===== src/rtl/fetch_sequencer_pkg.sv =====
// Shared types and widths for the fetch sequencer and its performance counters.
package fetch_sequencer_pkg;

  localparam int ADDR_W     = 32;
  localparam int PERF_CNT_W = 16;

  typedef enum logic [2:0] {
    ST_BOOT   = 3'd0,
    ST_RUN    = 3'd1,
    ST_QSTALL = 3'd2,
    ST_IMWAIT = 3'd3,
    ST_HALT   = 3'd4
  } seq_state_e;

  // States in which the fetch stage is live and may capture a redirect.
  function automatic logic is_active(input seq_state_e s);
    return (s == ST_RUN) || (s == ST_QSTALL) || (s == ST_IMWAIT);
  endfunction

endpackage


===== src/rtl/sat_counter.sv =====
// Up-counter that sticks at all-ones; synchronous active-low clear.
module sat_counter #(
  parameter int WIDTH = 16
) (
  input  logic             clk_i,
  input  logic             clr_ni,
  input  logic             inc_i,
  output logic [WIDTH-1:0] count_o
);

  logic [WIDTH-1:0] cnt_q;
  logic [WIDTH-1:0] cnt_d;

  // Next count: increment unless already saturated.
  always_comb begin
    cnt_d = cnt_q;
    if (inc_i && (cnt_q != {WIDTH{1'b1}})) begin
      cnt_d = cnt_q + {{(WIDTH-1){1'b0}}, 1'b1};
    end else begin
      cnt_d = cnt_q;
    end
  end

  // Count register.
  always_ff @(posedge clk_i) begin
    if (!clr_ni) begin
      cnt_q <= {WIDTH{1'b0}};
    end else begin
      cnt_q <= cnt_d;
    end
  end

  assign count_o = cnt_q;

endmodule


===== src/rtl/fetch_sequencer.sv =====
// Fetch-stage sequencer: stall/halt control and single-slot pending redirect.
// Optional performance counters are enabled with FETCH_SEQ_PERF_EN.
module fetch_sequencer
  import fetch_sequencer_pkg::*;
(
  input  logic              CLK,
  input  logic              RESET,
  input  logic              start,
  input  logic              halt,
  input  logic              branch_req,
  input  logic [ADDR_W-1:0] branch_target,
  input  logic              im_ready,
  input  logic              tQ_IFID_full,
  output logic              FREEZE,
  output logic              no_new_fetch,
  output logic              taken_branch1,
  output logic [ADDR_W-1:0] nextInstruction_address,
  output logic              fetchNull2,
  output logic [2:0]        seq_state
`ifdef FETCH_SEQ_PERF_EN
  ,
  output logic [PERF_CNT_W-1:0] fetch_cnt,
  output logic [PERF_CNT_W-1:0] stall_cnt,
  output logic [PERF_CNT_W-1:0] redir_cnt
`endif
);

  seq_state_e        state_q, state_d;
  logic              freeze_q, freeze_d;
  logic              pend_q, pend_d;
  logic [ADDR_W-1:0] tgt_q, tgt_d;
  logic              null_q, null_d;
  logic              advance_s;
  logic              capture_s;

  // Halt blocks redirect capture, so a branch arriving with halt is dropped.
  assign capture_s     = branch_req & ~halt & is_active(state_q);
  assign no_new_fetch  = (state_q != ST_RUN) | tQ_IFID_full | ~im_ready;
  assign advance_s     = ~no_new_fetch & ~freeze_q;
  assign taken_branch1 = pend_q & advance_s;
  assign fetchNull2    = null_q & advance_s;
  assign nextInstruction_address = pend_q ? tgt_q : {ADDR_W{1'b0}};
  assign FREEZE        = freeze_q;
  assign seq_state     = state_q;

  // Next-state logic: halt, then queue full, then memory wait.
  always_comb begin
    state_d = state_q;
    case (state_q)
      ST_BOOT: begin
        if (start) state_d = ST_RUN;
        else       state_d = ST_BOOT;
      end
      ST_HALT: begin
        if (start && !halt) state_d = ST_RUN;
        else                state_d = ST_HALT;
      end
      ST_RUN, ST_QSTALL, ST_IMWAIT: begin
        if (halt)              state_d = ST_HALT;
        else if (tQ_IFID_full) state_d = ST_QSTALL;
        else if (!im_ready)    state_d = ST_IMWAIT;
        else                   state_d = ST_RUN;
      end
      default: state_d = ST_BOOT;
    endcase
    freeze_d = (state_d == ST_BOOT) || (state_d == ST_HALT);
  end

  // Pending redirect (latest wins) and wrong-path null flag.
  always_comb begin
    pend_d = pend_q;
    tgt_d  = tgt_q;
    null_d = null_q;
    if (capture_s) begin
      pend_d = 1'b1;
      tgt_d  = branch_target;
    end else if (taken_branch1) begin
      pend_d = 1'b0;
      tgt_d  = {ADDR_W{1'b0}};
    end else begin
      pend_d = pend_q;
      tgt_d  = tgt_q;
    end
    if (taken_branch1) begin
      null_d = 1'b1;
    end else if (advance_s) begin
      null_d = 1'b0;
    end else begin
      null_d = null_q;
    end
  end

  // State and redirect registers.
  always_ff @(posedge CLK) begin
    if (!RESET) begin
      state_q  <= ST_BOOT;
      freeze_q <= 1'b1;
      pend_q   <= 1'b0;
      tgt_q    <= {ADDR_W{1'b0}};
      null_q   <= 1'b0;
    end else begin
      state_q  <= state_d;
      freeze_q <= freeze_d;
      pend_q   <= pend_d;
      tgt_q    <= tgt_d;
      null_q   <= null_d;
    end
  end

`ifdef FETCH_SEQ_PERF_EN
  logic stall_s;
  assign stall_s = (state_q == ST_QSTALL) || (state_q == ST_IMWAIT);

  sat_counter #(.WIDTH(PERF_CNT_W)) u_fetch_cnt (
    .clk_i  (CLK),
    .clr_ni (RESET),
    .inc_i  (advance_s),
    .count_o(fetch_cnt)
  );

  sat_counter #(.WIDTH(PERF_CNT_W)) u_stall_cnt (
    .clk_i  (CLK),
    .clr_ni (RESET),
    .inc_i  (stall_s),
    .count_o(stall_cnt)
  );

  sat_counter #(.WIDTH(PERF_CNT_W)) u_redir_cnt (
    .clk_i  (CLK),
    .clr_ni (RESET),
    .inc_i  (taken_branch1),
    .count_o(redir_cnt)
  );
`endif

endmodule


===== config.mk =====
export PLATFORM = sky130hd
export DESIGN_NAME = fetch_sequencer
export DESIGN_NICKNAME = d
export VERILOG_FILES = /design/src/rtl/fetch_sequencer_pkg.sv /design/src/rtl/sat_counter.sv /design/src/rtl/fetch_sequencer.sv
export SDC_FILE = /design/constraint.sdc
export NUM_CORES = 1
export LEC_CHECK = 0
export BUFFER_PORTS_ARGS = -buffer_cell sky130_fd_sc_hd__buf_2
export CAP_MARGIN = 15
export CORE_UTILIZATION = 30
export DETAILED_ROUTE_END_ITERATION = 10
export SYNTH_ARGS = -nofsm -noshare
export SYNTH_HDL_FRONTEND = slang
export SYNTH_SLANG_ARGS = --single-unit

===== constraint.sdc =====
create_clock -name CLK -period 1.83 [get_ports CLK]
set_clock_uncertainty 0.15 [all_clocks]
set_input_delay 0.183 -clock CLK [delete_from_list [all_inputs] [get_ports CLK]]
set_output_delay 0.183 -clock CLK [all_outputs]
set_load 0.005 [all_outputs]

Yosys cells after proc, flatten, opt, wreduce, memory -nomap -nowiden:

Index checks and enable logic that the tools add are counted.

* bits in registers: 38
* input bits: 39
* word-level logic and storage cells: 45

* equal/unequal tests: 6
* multiplexer cells: 13
* bitwise operators: 11
* reduce and logical (&&, ||, !) cells: 10

Operators with widths (count)
* 2-to-1 mux 32 bit: 3
* case mux 3 bit (3 select lines): 1
* == test 3 x 2 -> 1 bit, second input constant: 2
* == test 3 bit, second input constant: 2
* zero test 3 bit: 2
* 2-to-1 mux 3 bit: 2
* bitwise AND 1 bit: 5
* 2-to-1 mux 1 bit: 5
* 2-to-1 mux 2 bit: 2
* inverter 1 bit: 4
* nonzero test 2 bit: 2
* == test 3 x 1 -> 1 bit, second input constant: 1
* logical OR 1 bit: 3
* inequality test 3 x 1 -> 1 bit, second input constant: 1
* OR reduction 3 bit: 1
* bitwise OR 1 bit: 2
* logical AND 1 bit: 1
* zero test 1 bit: 1

Logic depth before layout (Yosys ltp):

* word-level depth: 8
* mapped depth: 7

Least setup slack after synthesis:

No wires, ideal clock.

* path type: register to register
* from: register state_q[2], in the netlist seq_state[2]
* to: register tgt_q[15]
* arrival: 1.247 ns
* required time: 1.556 ns
* slack: 0.309 ns
* stages on the path, launching flop included: 6
* clock period less this slack: 1.521 ns
* cells stage by stage: dfxtp_1 > buf_2 > nand2b_1 > nor4_4 > buf_6 > o31ai_4

* longest elaborated chain between the ends: 7

RTL lines
* from (decl): line fetch_sequencer.sv:28 `seq_state_e state_q, state_d;`
* from (signal assigned): line fetch_sequencer.sv:102 `state_q <= state_d;`
* inequality test 3 x 1 -> 1 bit: line fetch_sequencer.sv:38 `assign no_new_fetch = (state_q != ST_RUN) | tQ_IFID_full | ~im_ready;`
* bitwise OR 1 bit (2 in a row): line fetch_sequencer.sv:38
* inverter 1 bit: line fetch_sequencer.sv:39 `assign advance_s = ~no_new_fetch & ~freeze_q;`
* bitwise AND 1 bit: line fetch_sequencer.sv:39
* bitwise AND 1 bit: line fetch_sequencer.sv:40 `assign taken_branch1 = pend_q & advance_s;`
* nonzero test 2 bit (no line)
* to (signal assigned): line fetch_sequencer.sv:99 `tgt_q <= {ADDR_W{1'b0}};`
* to (signal assigned): line fetch_sequencer.sv:105 `tgt_q <= tgt_d;`
* to (decl): line fetch_sequencer.sv:31 `logic [ADDR_W-1:0] tgt_q, tgt_d;`

Several ways; a longest one is shown, not always the timed one.
A chain may end at the register's enable or synchronous reset.

Worst setup path after layout:

* from: register state_q[2], in the netlist seq_state[2]
* to: output taken_branch1

* longest elaborated chain between the ends: 6

RTL lines
* inequality test 3 x 1 -> 1 bit: line fetch_sequencer.sv:38
* bitwise OR 1 bit (2 in a row): line fetch_sequencer.sv:38
* inverter 1 bit: line fetch_sequencer.sv:39
* bitwise AND 1 bit: line fetch_sequencer.sv:39
* bitwise AND 1 bit: line fetch_sequencer.sv:40
* to (decl): line fetch_sequencer.sv:16 `output logic taken_branch1,`

Every way passes these cells.

==> flow_summary.ini <==
[timing]
setup_viol = 0
worstMarginPinSlew_ps = 556
finalCritPeriodShare_pct = 93.1
tns_ps = 0
rsz0062_at_grt = no
fmaxAchievable_mhz = 587
slew_viol_final = 0
finalCriticalPeriod_ps = 1700
slew_headroom_pct = 62.0
hold_violations = 0

[floorplanning]
initial_utilization_pct = 31.8
die_w_um = 84.7
ios = 78
die_y_um = 84.7
die_area_mm2 = 0.00717
num_rows = 29
fp.coreArea_mm2 = 0.00646

[pwr]
p_int_w = 0.00127
p_switching_w = 0.000436
ir_drop_v = 0.000308
combPwrFrac_pct = 13.9
p_leak_nw = 1.24
power_switching_share_pct = 25.6
seqPwrFrac_pct = 51.4
power_density_mw_per_mm2 = 618
clockPowerShare_pct = 34.7

[final_layout]
n_antenna_cell = 0
nFillCells = 676
stdcell_count = 383
drive_above_1_share_pct = 42.5
fin_nets = 344
syn_to_final_growth_pct = 34.2

[grt]
grt_usage_pct = 15.2
grt_pass1_vias = 1823
grt_pass1_wl_mm = 8.67
antenna_found_initial = 0
grt_overflow_total = 0
grt_max_degree = 73

[synthesis]
syn_avg_cell_area_um2 = 9.33
ys_seq_area_share_pct = 37.1
ys.flop_type = dfxtp_1
synth_area_mm2 = 0.00205
ys_types = 28
yosys_warnings = 0
synth_nets = 259
synth_cells = 220
ys_ff_latch = 38
synth-edff-count = 0
yosys.area.top_type_share_pct = 37.1
synthArstFlopShare_pct = 0
synth_top_area_cell = dfxtp_1
synth_area_leaders = dfxtp_1, o31ai_2, and2_1, nand4_1, nand2_1

[clock_tree]
cts_buffers = 5
clkLatencyLatePin_ps = 290
cts_tree = done
root_buffer = clkbuf_8
path_clk_slew_ps = 70
htreeDepth = 2
clk_path_buf_depth = 2
cts.sinks = 38

[run]
maxCapViolCount = 0

[drt]
drc = 0
ant_nets = 0
wl_mm = 5.27
post_drt_wl_per_cell_um = 13.8
drt_iter0_markers = 91
firstDrtPassIters = 6
vias_per_cell = 4.97
via_count = 1904

[setup_path]
cp-start-kind = register
rr_worst_depth = 5
reg2reg_from = seq_state[2]
cp.required_ps = 1500
worst-path-max-fanout = 11
r2r_setup_slack_ps = 180
crit_type = register to output pin
cp-end-kind = output pin
reg2reg_to = tgt_q[21]
cp.arrival_ps = 1370

[outcome]
outcome = finished, final reports clean

[placement]
io_buffers = 77
gp_congestion = 0.732
dp.cells = 358
hpwlAfterDp_mm = 3.39

[hold_path]
whs_path_depth = 3
holdCritStartpoint = branch_target[5]
holdCritPathClass = primary input to register
worstHoldEndpoint = tgt_q[5]
synth_stat cells, types with 2 or more instances:
master and number:
buf_6 8, dfxtp_1 38, nand4_1 32, and2_1 34, o2bb2ai_1 2, o31ai_2 27
or3_1 2, nor2b_1 2, nand2b_1 2, o31ai_1 3, nor4_1 2, o31ai_4 2
nand2_1 34, clkbuf_1 18
layout by cell type (no fill, tap or decap), types with 3 or more instances in the layout:
| cell type | count |
|---|---|
| dfxtp_1 | 37 |
| clkbuf_8 | 6 |
| o31ai_1 | 3 |
| o31ai_2 | 27 |
| buf_12 | 3 |
| buf_4 | 9 |
| nand4_1 | 32 |
| and2_1 | 34 |
| dlygate4sd3_1 | 16 |
| buf_2 | 77 |
| nand2_1 | 34 |
worst max-delay path, stage by stage, from the launching register on:
cell and delay [ps]:
dfxtp_1 400, nand2b_1 220, nor4_4 220, buf_12 150, buf_2 100
sequential cells by signal (all words and copies together) (netlist names):
register / flops
FREEZE: 1
null_q: 1
pend_q: 1
seq_state: 3
tgt_q: 32
area by class of cell:
type | instances | area, µm² | area share (%)
sequential | 38 | 762 | 27.7
clock buffer | 7 | 86.3 | 3.13
clock inverter | 1 | 5.00 | 0.182
multi-input combinational | 154 | 1130 | 40.9
tap | 77 | 96.3 | 3.50
inverter | 1 | 3.75 | 0.136
timing repair buffer | 105 | 673 | 24.4
what timing repair did:
item / in CTS / in global routing
setup buffers: 1 / 0
hold endpoints to repair: 16 / 0
gates resized for setup: 1 / 0
endpoints found under the setup margin: 1 / 0
hold buffers: 16 / 0
power by group through the flow:
stage	Clock [W]	Combinational (W)	Sequential, W
final	0.000591	0.000238	0.000875
after global routing	0.000662	0.000261	0.000879
after CTS	0.000621	0.000241	0.000875
after detailed placement	0	0.000213	0.000894
after global placement	0	0.000211	0.000892
after floorplan	0	0.000130	0.000888
worst max path at each step:
stage                      start  slack, ps             to  cells past startpoint
CTS                 seq_state[2]        100  taken_branch1                      4
global placement    tQ_IFID_full        240       tgt_q[1]                      5
finish              seq_state[2]        130  taken_branch1                      4
global route        seq_state[2]         20  taken_branch1                      4
detailed placement  seq_state[0]        210       tgt_q[1]                      4
floorplan           seq_state[2]        310      tgt_q[15]                      5
logic make-up after synthesis:
logic type      share of synthesized area, %
compound gates                          22.9
buf+inv                                 8.11
flops                                   37.1
simple gates                            32.0
metal layers:
| metal | GRT usage [%] | share of wire, % |
|---|---|---|
| met2 | 25.4 | 48 |
| met4 | 3.39 | 0.55 |
| met1 | 19.6 | 47 |
| met5 | 0 | 0 |
| met3 | 3.93 | 4.2 |
per-stage QoR:
stage	setup slack, ps	power [W]	hold WS (ps)	util [%]	area, µm²
2_1_floorplan	309	0.00102	180	-	2050
3_3_place_gp	238	0.00110	264	38.6	2490
3_5_place_dp	208	0.00111	277	38.6	2490
4_1_cts	97.2	0.00174	2.41	42.6	2750
5_1_grt	24.2	0.00180	2.99	42.6	2750
6_report	126	0.00170	7.81	42.6	2750
Note: power is estimated with default switching activity, not from simulation.
